$ cat config.mk
export PLATFORM = sky130hd
export DESIGN_NAME = fetch_stage
export DESIGN_NICKNAME = d
export VERILOG_FILES = /design/src/rtl/fetch_stage.sv
export SDC_FILE = /design/constraint.sdc
export NUM_CORES = 1
export LEC_CHECK = 0
export ABC_AREA = 1
export CORE_MARGIN = 4
export CORE_UTILIZATION = 45
export CTS_CLUSTER_DIAMETER = 100
export CTS_CLUSTER_SIZE = 8
export DETAILED_ROUTE_END_ITERATION = 16
export HOLD_SLACK_MARGIN = 0.06
export PLACE_DENSITY_LB_ADDON = 0.1
export RECOVER_POWER = 25
export SYNTH_ARGS = -nofsm -noshare
export SYNTH_HDL_FRONTEND = slang
export SYNTH_SLANG_ARGS = --single-unit
$ cat constraint.sdc
create_clock -name clk -period 1.5 [get_ports clk]
set_input_delay 0.375 -clock clk [delete_from_list [all_inputs] [get_ports clk]]
set_output_delay 0.375 -clock clk [all_outputs]
set_load 0.02 [all_outputs]
$ cat src/rtl/fetch_stage.sv
// rtl/fetch_stage.sv - instruction fetch stage: PC, single-word bus reads, skid buffer, registered IF/ID bundle
// Optional macro FETCH_STAT_EN enables the stat_bubbles counter (tied to 0 otherwise).
module fetch_stage #(
  parameter int unsigned          ADDR_W   = 27,
  parameter int unsigned          DATA_W   = 32,
  parameter logic [ADDR_W-1:0]    RESET_PC = '0
) (
  input  logic              clk,
  input  logic              reset_n,
  input  logic              stall_in,
  input  logic              flush_in,
  input  logic [ADDR_W-1:0] flush_pc,
  output logic              bus_start,
  output logic [ADDR_W-1:0] bus_addr,
  input  logic [DATA_W-1:0] bus_q,
  input  logic              bus_done,
  output logic [DATA_W-1:0] out_instr,
  output logic [ADDR_W-1:0] out_pc,
  output logic              out_valid,
  output logic [31:0]       stat_bubbles
);

  typedef enum logic [1:0] {
    S_FETCH = 2'd0,
    S_WAIT  = 2'd1,
    S_FULL  = 2'd2
  } state_t;

  state_t              r_state;
  state_t              w_next_state;
  logic [ADDR_W-1:0]   r_pc;
  logic [ADDR_W-1:0]   w_pc_next;
  logic                r_discard;
  logic                w_discard_next;
  logic [DATA_W-1:0]   r_buf_instr;
  logic [ADDR_W-1:0]   r_buf_pc;
  logic                w_buf_load;
  logic                w_deliver;
  logic [DATA_W-1:0]   w_deliver_instr;
  logic [ADDR_W-1:0]   w_deliver_pc;
  logic [DATA_W-1:0]   r_out_instr;
  logic [ADDR_W-1:0]   r_out_pc;
  logic                r_out_valid;

  // Gated by reset_n so the strobe stays low while reset is held, even though state is FETCH.
  assign bus_start = reset_n && (r_state == S_FETCH);
  assign bus_addr  = bus_start ? r_pc : '0;

  always_ff @(posedge clk or negedge reset_n) begin
    if (!reset_n) begin
      r_state   <= S_FETCH;
      r_pc      <= RESET_PC;
      r_discard <= 1'b0;
    end else begin
      r_state   <= w_next_state;
      r_pc      <= w_pc_next;
      r_discard <= w_discard_next;
    end
  end

  always_comb begin
    w_next_state    = r_state;
    w_pc_next       = r_pc;
    w_discard_next  = r_discard;
    w_buf_load      = 1'b0;
    w_deliver       = 1'b0;
    w_deliver_instr = bus_q;
    w_deliver_pc    = r_pc;
    case (r_state)
      S_FETCH: begin
        w_next_state = S_WAIT;
        if (flush_in) w_discard_next = 1'b1;
      end
      S_WAIT: begin
        if (bus_done) begin
          w_discard_next = 1'b0;
          if (r_discard || flush_in) begin
            w_next_state = S_FETCH;
          end else if (stall_in) begin
            w_buf_load   = 1'b1;
            w_pc_next    = r_pc + ADDR_W'(1);
            w_next_state = S_FULL;
          end else begin
            w_deliver    = 1'b1;
            w_pc_next    = r_pc + ADDR_W'(1);
            w_next_state = S_FETCH;
          end
        end else if (flush_in) begin
          // One discard tag covers the single outstanding read, however many flushes arrive.
          w_discard_next = 1'b1;
        end
      end
      S_FULL: begin
        if (flush_in) begin
          w_next_state = S_FETCH;
        end else if (!stall_in) begin
          w_deliver       = 1'b1;
          w_deliver_instr = r_buf_instr;
          w_deliver_pc    = r_buf_pc;
          w_next_state    = S_FETCH;
        end
      end
      default: w_next_state = S_FETCH;
    endcase
    if (flush_in) w_pc_next = flush_pc;
  end

  always_ff @(posedge clk or negedge reset_n) begin
    if (!reset_n) begin
      r_buf_instr <= '0;
      r_buf_pc    <= '0;
    end else if (w_buf_load) begin
      r_buf_instr <= bus_q;
      r_buf_pc    <= r_pc;
    end
  end

  always_ff @(posedge clk or negedge reset_n) begin
    if (!reset_n) begin
      r_out_valid <= 1'b0;
      r_out_instr <= '0;
      r_out_pc    <= '0;
    end else if (flush_in) begin
      r_out_valid <= 1'b0;
    end else if (!stall_in) begin
      r_out_valid <= w_deliver;
      if (w_deliver) begin
        r_out_instr <= w_deliver_instr;
        r_out_pc    <= w_deliver_pc;
      end
    end
  end

  assign out_valid = r_out_valid;
  assign out_instr = r_out_instr;
  assign out_pc    = r_out_pc;

`ifdef FETCH_STAT_EN
  logic [31:0] r_stat_bubbles;

  always_ff @(posedge clk or negedge reset_n) begin
    if (!reset_n) begin
      r_stat_bubbles <= '0;
    end else if (!stall_in && (flush_in || !w_deliver)) begin
      r_stat_bubbles <= r_stat_bubbles + 32'd1;
    end
  end

  assign stat_bubbles = r_stat_bubbles;
`else
  assign stat_bubbles = '0;
`endif

endmodule

== Yosys cells after proc, flatten, opt, wreduce, memory -nomap -nowiden ==
Cells that the tools add are included.
W data, S select, Z words.

* Register bits: 149
* Output and inout port bits: 120
* Input port bits: 64

* Reduce and logical (&&, ||, !) cells: 9
* Mux-type cells: 27
* Add/sub/neg operators: 1
* Bitwise operators: 2
* Equal/unequal tests: 6

{| class="wikitable"
|+ Operators by type and width
! cell !! number
|-
| $mux W27 || 6
|-
| $mux W32 || 1
|-
| $add A27 B1 Y27 const B || 1
|-
| $mux W1 || 12
|-
| $mux W2 || 5
|-
| $pmux W2 S3 || 1
|-
| $reduce_and A3 Y1 || 2
|-
| $reduce_bool A2 Y1 || 3
|-
| $ne A2 B2 Y1 const B || 2
|-
| $pmux W1 S2 || 2
|-
| $ne A3 B3 Y1 const B || 1
|-
| $eq A2 B1 Y1 const B || 1
|-
| $eq A2 B2 Y1 const B || 1
|-
| $logic_not A2 Y1 || 1
|-
| $ne A2 B1 Y1 const B || 1
|-
| $not A1 Y1 || 2
|-
| $reduce_and A2 Y1 || 1
|-
| $logic_and A1 B1 Y1 || 1
|-
| $logic_or A1 B1 Y1 || 1
|}

== Longest topological paths before layout ==
* Word-level depth: 6
* Mapped depth: 10
* Gate-level depth less buffers: 9

== Least setup slack after synthesis ==
Ideal clock, no wire load.

* Path kind: reg2out
* Start: register r_state[0]
* End: output bus_addr[17]
* Data required time: 1.125 ns
* Buffers on the path: 1
* Arrival: 1.304 ns
* Stages on the path, launching flop included: 6
* Path slack: -0.179 ns
* Cell sequence: dfrtp_1 -> inv_1 -> ha_1 -> nand2_1 -> clkbuf_1 -> nor2_1

* Longest elaborated chain between the ends: 3

{| class="wikitable"
|+ Ends and longest elaborated chain
! what !! RTL line !! source
|-
| start, declared || 29 || <nowiki>state_t r_state;</nowiki>
|-
| start signal, assigned || 55 || <nowiki>r_state <= w_next_state;</nowiki>
|-
| $logic_not A2 Y1 || 46 || <nowiki>assign bus_start = reset_n && (r_state == S_FETCH);</nowiki>
|-
| $logic_and A1 B1 Y1 || 46 ||
|-
| $mux W27 || 47 || <nowiki>assign bus_addr = bus_start ? r_pc : '0;</nowiki>
|-
| end, declared || 14 || <nowiki>output logic [ADDR_W-1:0] bus_addr,</nowiki>
|}

Every way passes these cells.

== Final worst setup path ==
* Start: register r_state[0]
* End: output bus_addr[3]

Same word-level chain as after synthesis.

==> flow_summary.toml <==
[run_status]
status = "finished with violations"
violations = "negative setup slack"

[sta]
timing.final.crit_share_pct = 131
period_minus_slack_ns = 1.96
setup_slack_ns = -0.461
drv_slew = 0
finalHoldViolations = 0
rsz0062_at_grt = "true"
fmaxAchievable_mhz = 510
worstMarginPinSlew_ns = 0.575
fin_tns_setup_ns = -61.75
fin_worst_skew_ns = 0.00616
setup_viol = 176
slew_headroom_pct = 61.7

[hold_path]
hp-class = "flop to flop"

[grt]
antenna_found_initial = 0
grt_usage_pct = 28.6
grt_overflow_total = 0
grt_pass1_vias = 7575
grt_max_degree = 59
grt_pass1_wl_mm = 40.6

[yosys]
ys_seq_area_share_pct = 50.7
netlist_instances = 864
syn_area_per_cell_sq_um = 8.51
synth-main-ff-cell = "dfrtp_1"
synthesis.area_sq_um = 7350
ys_ff_latch = 149
synth_cell_types = 35
yosys_warnings = 0
synth_edf_count = 0
synthArstFlopShare_pct = 100

[power]
pwr-share-clk_pct = 21.3
power.total_mw = 22.2
p_per_area_nw_per_um2 = 1800
pwr-share-seq_pct = 31.3
peakVddDrop_mv = 1.12
power_frac_comb_pct = 47.4
internal_power_mw = 13.7
switching_share_pct = 38.4
p_leak_nw = 5.70
p_sw_mw = 8.51

[route]
routed-via-count = 7353
drc = 0
drtIter0Drc = 538
viasPerCell = 5.32
drtPass1Iterations = 5
wl_per_cell_um = 19.2
totalWireLength_mm = 26.5
ant_nets = 0

[cts]
clkLatencyLatePin_ns = 0.43
clockBufferDepth = 2
clock-sinks = 149
htreeDepth = 4
cts_buffers = 17
cts_tree = "built"
clkTransAtPathRegs_ns = 0.06
root_buffer = "clkbuf_16"

[worst_setup_path]
crit_fanout = 6
cp.required_ns = 1.12
critPathCaptureType = "primary output"
crit_path_start_kind = "flop"
path_class = "flop to primary output"
critPathArrivalTime_ns = 1.59

[cells_and_area]
area_growth_syn_to_layout_pct = 67.9
n_fill_cell = 1056
drive_gt1_share_pct = 39.2
diodes = 0
layout.nets = 1222

[placed_design]
routabilityCongestion = 0.849
io_buffer_count = 151
dp_hpwl_mm = 14.4

[floorplan]
die_h_um = 136
placeableCoreArea_sq_um = 15900
row_count = 46
die_x_um = 136
ios = 184
initial_core_util_pct = 46.1
die-area_sq_um = 18400

[job]
maxCapViolCount = 0
[cell type report]
class                           count  area (sq um)  share of cell area [%]
Clock inverter                     12           199                    1.61
Inverter                           48           196                    1.59
Tap cell                          216           270                    2.19
Timing Repair Buffer              315          3530                    28.6
Sequential cell                   149          3730                    30.2
Multi-Input combinational cell    622          3980                    32.2
Clock buffer                       20           447                    3.62
[sequential cells by signal (all words and copies together), names as in the netlist]
signal and flops:
r_pc 27, out_pc 27, r_state 2, out_instr 32
out_valid 1, r_discard 1, r_buf_pc 27, r_buf_instr 32
[kinds of logic (layout without fill, tap and decap cells)]
| kind of cell | after synthesis | in the layout | share of synthesized area (%) |
|---|---|---|---|
| and+or+nand+nor | 430 | 430 | 23.5 |
| DFF | 149 | 149 | 50.7 |
| buffers and inverters | 124 | 395 | 9.70 |
| AOI/OAI and AO/OA | 115 | 115 | 9.34 |
| muxes | 32 | 32 | 4.90 |
| xor gates and xnor gates | 8 | 8 | 0.953 |
| adders and majority gates | 5 | 5 | 0.851 |
| other | 1 | 32 | 0.0510 |
[layer usage]
| layer | vias to the layer above | routed length, um | global-route usage, % |
|---|---|---|---|
| li1 | 3347 | - | - |
| met1 | 3651 | 10500 | 35.8 |
| met2 | 295 | 13600 | 49.0 |
| met3 | 60 | 1810 | 6.99 |
| met4 | 0 | 571 | 8.73 |
| met5 | - | 0 | 0 |
[Yosys cell counts, types with 2 or more instances]
master | n | share of area, %
nor3_1 | 3 | 0.20
nor2_1 | 127 | 6.5
dfrtp_1 | 149 | 51
nand3_1 | 38 | 2.6
o221ai_1 | 2 | 0.24
o21bai_1 | 4 | 0.41
o21ai_0 | 13 | 0.88
a31oi_1 | 61 | 5.2
buf_2 | 10 | 0.68
a21oi_1 | 5 | 0.34
ha_1 | 5 | 0.85
nand4_1 | 3 | 0.26
inv_1 | 43 | 2.2
buf_4 | 34 | 3.5
buf_6 | 14 | 2.1
mux2_1 | 32 | 4.9
o211ai_1 | 4 | 0.41
inv_2 | 3 | 0.15
nand2_1 | 247 | 13
clkbuf_1 | 18 | 0.92
xor2_1 | 8 | 0.95
nor2_2 | 6 | 0.51
o21ai_1 | 23 | 1.6
[through the flow]
stage	hold slack, ns	setup slack (ns)	instances	area (sq um)	utilization, %
final	0.495	-0.461	1382	12300	77.4
after detailed placement	0.314	-0.513	1289	9910	62.2
after global placement	0.318	-0.483	1289	9910	62.2
after CTS	0.434	-0.457	1375	12200	76.7
after global routing	0.510	-0.513	1382	12300	77.4
after floorplan	0.0794	-0.0277	895	7780	-
[power groups by stage]
stage	clock network (mW)	logic, mW	registers [mW]
6_report	4.72	10.5	6.95
3_5_place_dp	0	8.58	6.71
3_3_place_gp	0	8.48	6.64
4_1_cts	4.76	10.1	6.86
2_1_floorplan	0	3.82	7.65
5_1_grt	4.96	11.2	7.13
[layout by cell type (no fill, tap or decap), types with 6 or more instances in the layout]
cell type          n
inv_1             37
clkdlybuf4s50_1   62
buf_12            25
nor2_2            22
xor2_1             8
nand2_2            9
nand3_2           11
nand3_1           27
buf_16            27
buf_4             86
clkbuf_2          41
nor2_4            55
nand2_1          235
a31oi_4            6
clkbuf_16         17
buf_8              6
o21ai_1           24
a31oi_2            7
o21ai_2            8
buf_6             47
clkdlybuf4s15_2   11
dfrtp_1          148
conb_1            32
mux2_4            32
inv_2              7
nor2_1            57
a31oi_1           48
[worst max-delay path, cell delays in order, from the launching register on]
cell,delay [ns]
dfrtp_1,0.39
inv_2,0.09
ha_4,0.17
nand2_8,0.12
buf_12,0.18
nor2_4,0.09
buf_6,0.12
[final timing paths]
| path | slack, ns | startpoint | depth (start not counted) | endpoint |
|---|---|---|---|---|
| max in group asynchronous | 0.02 | reset_n | 4 | out_pc[1]$_DFFE_PN0P_ |
| setup / recovery | -0.46 | r_state[0]$_DFFE_PN0P_ | 6 | bus_addr[3] |
| hold reg to reg | 0.50 | r_buf_pc[20]$_DFFE_PN0P_ | 2 | r_buf_pc[20]$_DFFE_PN0P_ |
| hold / removal | 0.50 | r_buf_pc[20]$_DFFE_PN0P_ | 2 | r_buf_pc[20]$_DFFE_PN0P_ |
| setup reg to reg | -0.44 | r_state[1]$_DFFE_PN0P_ | 13 | out_instr[21]$_DFFE_PN0P_ |
| min in group asynchronous | 0.54 | reset_n | 3 | r_buf_instr[17]$_DFFE_PN0P_ |
[timing repair]
item / 4_1_cts / 5_1_grt
buffers inserted: 29 / 10
hold buffers: 1 / 0
pin swaps: 35 / 14
cloned: 28 / 0
resized for setup: 489 / 106
setup endpoints to repair: 232 / 281
hold endpoints to repair: 6 / 0
(Power assumes the default switching activity.)
